### src/rtl/sa_psum_deskew.sv
// Re-aligns the skewed psum lanes leaving the bottom edge of a systolic array into whole rows.
// Each lane buffers its own elements; a row is handed off once every lane holds at least one entry.
module sa_psum_deskew #(
    parameter int PE_SIZE    = 4,
    parameter int PSUM_WIDTH = 32,
    parameter int FIFO_DEPTH = 8
) (
    input  logic                          clk,
    input  logic                          rst_n,
    input  logic [PSUM_WIDTH*PE_SIZE-1:0] psum_row_i,
    input  logic [PE_SIZE-1:0]            psum_en_row_i,
    input  logic                          clear_i,
    input  logic                          row_ready_i,
    output logic [PSUM_WIDTH*PE_SIZE-1:0] row_o,
    output logic                          row_valid_o,
    output logic [PE_SIZE-1:0]            lane_full_o,
    output logic                          overflow_o,
    output logic [15:0]                   row_cnt_o
);

    localparam int PTR_W = (FIFO_DEPTH > 1) ? $clog2(FIFO_DEPTH) : 1;
    localparam int CNT_W = $clog2(FIFO_DEPTH + 1);
    localparam logic [CNT_W-1:0] CNT_FULL = CNT_W'(FIFO_DEPTH);

    logic [PE_SIZE-1:0] lane_nonempty;
    logic [PE_SIZE-1:0] lane_drop;
    logic               pop;

    // Row validity depends only on registered occupancy, never on this cycle's pushes or ready.
    assign row_valid_o = &lane_nonempty;
    assign pop         = row_valid_o & row_ready_i;

    for (genvar j = 0; j < PE_SIZE; j++) begin : g_lane
        logic [PSUM_WIDTH-1:0] mem [FIFO_DEPTH];
        logic [PTR_W-1:0]      wr_ptr;
        logic [PTR_W-1:0]      rd_ptr;
        logic [CNT_W-1:0]      cnt;
        logic                  en;
        logic                  full;
        logic                  push;

        assign en   = psum_en_row_i[PE_SIZE-1-j];
        assign full = (cnt == CNT_FULL);
        // A full lane still accepts a push when the same edge pops it.
        assign push = en & (~full | pop);

        assign lane_drop[j]               = en & full & ~pop;
        assign lane_nonempty[j]           = (cnt != '0);
        assign lane_full_o[PE_SIZE-1-j]   = full;
        assign row_o[PSUM_WIDTH*(PE_SIZE-j)-1 -: PSUM_WIDTH] = mem[rd_ptr];

        always_ff @(posedge clk) begin
            if (push) begin
                mem[wr_ptr] <= psum_row_i[PSUM_WIDTH*(PE_SIZE-j)-1 -: PSUM_WIDTH];
            end
        end

        always_ff @(posedge clk or negedge rst_n) begin
            if (!rst_n) begin
                wr_ptr <= '0;
                rd_ptr <= '0;
                cnt    <= '0;
            end else if (clear_i) begin
                wr_ptr <= '0;
                rd_ptr <= '0;
                cnt    <= '0;
            end else begin
                if (push) begin
                    wr_ptr <= wr_ptr + PTR_W'(1);
                end
                if (pop) begin
                    rd_ptr <= rd_ptr + PTR_W'(1);
                end
                case ({push, pop})
                    2'b10:   cnt <= cnt + CNT_W'(1);
                    2'b01:   cnt <= cnt - CNT_W'(1);
                    default: cnt <= cnt;
                endcase
            end
        end
    end

    always_ff @(posedge clk or negedge rst_n) begin
        if (!rst_n) begin
            overflow_o <= 1'b0;
            row_cnt_o  <= '0;
        end else if (clear_i) begin
            overflow_o <= 1'b0;
            row_cnt_o  <= '0;
        end else begin
            if (|lane_drop) begin
                overflow_o <= 1'b1;
            end
            if (pop) begin
                row_cnt_o <= row_cnt_o + 16'd1;
            end
        end
    end

endmodule

### config.mk
export PLATFORM = sky130hd
export DESIGN_NAME = sa_psum_deskew
export DESIGN_NICKNAME = d
export VERILOG_FILES = /design/src/rtl/sa_psum_deskew.sv
export SDC_FILE = /design/constraint.sdc
export NUM_CORES = 1
export LEC_CHECK = 0
export BUFFER_PORTS_ARGS = -buffer_cell sky130_fd_sc_hd__buf_4
export CAP_MARGIN = 40
export CORE_ASPECT_RATIO = 1.2
export CORE_UTILIZATION = 35
export CTS_CLUSTER_DIAMETER = 200
export DETAILED_ROUTE_END_ITERATION = 7
export HOLD_SLACK_MARGIN = 0.03
export SLEW_MARGIN = 15
export SYNTH_ARGS = -nofsm -noshare
export SYNTH_HDL_FRONTEND = slang
export SYNTH_SLANG_ARGS = --single-unit
### constraint.sdc
create_clock -name clk -period 4.8 [get_ports clk]
set_input_delay 0.72 -clock clk [delete_from_list [all_inputs] [get_ports clk]]
set_output_delay 0.72 -clock clk [all_outputs]
set_load 0.1 [all_outputs]
==> results.json <==
{
  "port_buffers": 285,
  "worst-endpoint-arrival_ns": 3.09,
  "layout.cells.non_filler": 3845,
  "cpLargestDelayFamily": "flip-flops",
  "globalplace.congestion": 0.755,
  "via_count_of_the_first_global_routing_pass": 21000,
  "grt_start_max_net_pins": 59,
  "synth_edf_count": 1024,
  "drcViolationCount": 0,
  "cp.buffers_inverters": 2,
  "timing.critical_path.slowest_stage_cell": "dfrtp_4",
  "power.internal_mw": 15.8,
  "final_wl_um": 88100,
  "switching_share_pct": 23.4,
  "cp.depth": 4,
  "final-setup-viol-count": 0,
  "most_common_flop_cell_mapped_by_yosys": "edfxtp_1",
  "critical_path.cell_chain": "buf_12 -> mux4_2 -> mux2_2 -> buf_4",
  "worstRegToRegCells": 9,
  "p_comb_share_pct": 7.7,
  "syn_area_sq_um": 41700,
  "timing.setup.tns_ns": 0,
  "crit_path_end_kind": "output port",
  "viasPerCell": 4.99,
  "ir_worst_vdd_mv": 0.467,
  "route.detailed.wl_per_inst_um": 22.9,
  "hold_viol_final": 0,
  "synthArstFlopShare_pct": 5.27,
  "cts-hold-fix-buffers": 0,
  "die_area_sq_um": 121000,
  "crit-reg2reg-launch": "g_lane[0].cnt[1]$_DFFE_PN0P_",
  "fmax_ghz": 0.262,
  "synth_top_area_share_pct": 73.7,
  "worst_setup_path_start_kind": "flip-flop",
  "dpl.hpwl_um": 52500,
  "number_of_iterations_in_the_first_detailed_routing_pass": 5,
  "placed_cells": 3642,
  "gr-total-overflow": 0,
  "max_cap_violations": 0,
  "cellLeakagePower_nw": 16.2,
  "remaining_max_slew_budget_at_the_tightest_pin_pct": 44.6,
  "cts-root-to-sink-buffers": 3,
  "i_o_pins": 286,
  "seqPwrFrac_pct": 51.6,
  "worstHoldPathType": "in -> reg",
  "part_of_the_cycle_the_worst_path_needs_pct": 79.5,
  "num_rows": 138,
  "finalNetCount": 2369,
  "timing.hold.worst_path_depth": 1,
  "synth.ff_latch_count": 1081,
  "worst_hold_slack_ns": 0.245,
  "postSynthAreaPerCell_sq_um": 22.4,
  "cts_resized": 0,
  "powerDensity_nw_per_um2": 415,
  "cts_tree": "yes",
  "fin_worst_skew_ns": 0.0209,
  "critical-path-max-stage-delay_ns": 0.89,
  "antenna_violations_before_repair": 9,
  "path_max_fanout": 34,
  "mappedNetlistNets": 2015,
  "netlist_instances": 1858,
  "yosys.area.top_type": "edfxtp_1",
  "synth_top_cells_by_area": "edfxtp_1 (74%), mux4_2 (14%), mux2_2 (3.5%)",
  "cts_setup_buffers": 0,
  "clock_sink_count": 1081,
  "final_min_period_ns": 3.81,
  "yosysSeqAreaShare_pct": 77.1,
  "cts-root-buf": "clkbuf_16",
  "worst_setup_hold_path_clk_slew_ns": 0.06,
  "ys_warn_count": 0,
  "initial_utilization_pct": 35.3,
  "drv_slew": 0,
  "final_antenna_net_count": 0,
  "yosysUniqueCellTypes": 45,
  "drive_above_1_share_pct": 41.1,
  "h-tree-depth": 3,
  "clock_power_share_pct": 40.7,
  "hold_path.startpoint": "psum_row_i[22]",
  "fp.coreArea_sq_um": 118000,
  "overall_track_demand_over_capacity_in_global_routing_pct": 14.7,
  "timing.critical_path.required_ns": 4.08,
  "syn_to_final_growth_pct": 19.3,
  "routed-via-count": 19200,
  "post-layout-total-power_mw": 20.6,
  "r2r_setup_slack_ns": 1.30,
  "regToRegEndpoint": "g_lane[1].cnt[3]$_DFFE_PN0P_",
  "grt_pass1_wl_um": 133000,
  "starting_drt_drc_count": 1385,
  "clk-insertion-delay-late_ns": 0.71,
  "run_status": "finished, final reports clean",
  "die_h_um": 380,
  "worstHoldEndpoint": "g_lane[3].mem[0][22]$_DFFE_PP_",
  "criticalPathCategory": "reg -> out",
  "cts_bufs_inserted": 105,
  "grt_setup_unrepaired": "false",
  "max_slew.worst_pin.slew_ns": 0.823,
  "power.switching_mw": 4.83,
  "die_x_um": 317
}
flip-flops by register name, summed over array words and instances (netlist names):
register,flops
g_lane.cnt,16
g_lane.rd_ptr,12
g_lane.wr_ptr,12
row_cnt_o,16
g_lane.mem,1024
overflow_o,1
worst register-to-register path, stage by stage, from the launching register on:
cell      delay, ns
dfrtp_1        0.43
nor4_1         0.75
or4_1          0.77
nor2_1         0.23
ha_1           0.33
a21o_1         0.18
a21o_1         0.20
nor3_1         0.21
a311oi_1       0.09
a211oi_1       0.24
through the flow:
stage               util [%]  worst slack [ns]  instance area (sq um)
finish                  42.1             0.985                  49800
global route            42.1             0.770                  49800
CTS                     42.1             0.788                  49700
detailed placement      39.1              1.21                  46100
global placement        39.0              1.23                  46000
floorplan                  -            -0.351                  41700
final cells by class:
cell class | count | area, sq um
fillers | 10200 | 68300
well taps | 1540 | 1930
diodes | 3 | 7.51
repair buffers | 341 | 2770
flip-flops and latches | 1081 | 32200
clock buffers | 119 | 2740
inverters | 5 | 18.8
multi-input cells | 678 | 9300
clock inverters | 78 | 797
cells by family after synthesis:
group / Yosys count / share of synthesized area (%)
mux: 394 / 17.5
compound gates: 50 / 0.792
fa+ha+maj: 21 / 0.702
buf+inv: 99 / 1.02
flops: 1081 / 77.1
simple gates: 178 / 2.05
xor+xnor: 35 / 0.735
Yosys cell counts (all sizes together) (8+ instances only):
cell	number
edfxtp	1024
mux4	256
mux2	128
nor2	64
clkbuf	57
dfrtp	57
nand2	38
buf	37
xor2	23
nor3	18
ha	17
a21oi	15
nand3	13
xnor2	12
mux2i	10
nand4	9
nor4	9
o21ai	9
a21o	8
cells in the final DEF, fill, tap and decap left out, drive strengths merged, types with 8 or more instances in the layout:
master    instances
buf             340
clkinv           46
mux2            128
nand3            13
clkbuf          119
nor3             18
ha               17
inv              13
dfrtp            57
edfxtp         1024
a21o              8
bufinv           12
mux2i            10
xor2             23
nor2             64
mux4            256
nand2            38
clkinvlp         12
xnor2            12
nor4              9
a21oi            15
nand4             9
o21ai             9
power groups by stage:
| stage | registers [mW] | logic [mW] | clock network [mW] |
|---|---|---|---|
| 3_3_place_gp | 10.8 | 1.58 | 0 |
| 2_1_floorplan | 10.8 | 1.08 | 0 |
| 3_5_place_dp | 10.8 | 1.61 | 0 |
| 5_1_grt | 10.7 | 1.68 | 8.96 |
| 6_report | 10.6 | 1.59 | 8.40 |
| 4_1_cts | 10.6 | 1.61 | 8.62 |
metal layers:
layer	track usage (%)	share of wire, %	up-vias
li1	-	-	8458
met1	18.0	41	10200
met2	25.4	51	436
met3	3.60	5.5	122
met4	4.90	2.2	14
met5	0	0.10	-
worst max-delay path by stage:
stage / to / slack (ns) / startpoint
final: row_o[16] / 0.99 / g_lane[3].rd_ptr[0]$_DFFE_PN0P_
after global placement: g_lane[0].mem[5][18]$_DFFE_PP_ / 1.23 / row_ready_i
after global routing: row_o[9] / 0.77 / g_lane[3].rd_ptr[0]$_DFFE_PN0P_
after detailed placement: g_lane[0].mem[5][18]$_DFFE_PP_ / 1.21 / row_ready_i
after floorplan: g_lane[2].mem[2][0]$_DFFE_PP_ / -0.35 / row_ready_i
after CTS: row_o[39] / 0.79 / g_lane[2].rd_ptr[0]$_DFFE_PN0P_
No activity file was read; power rests on OpenSTA's default activity.
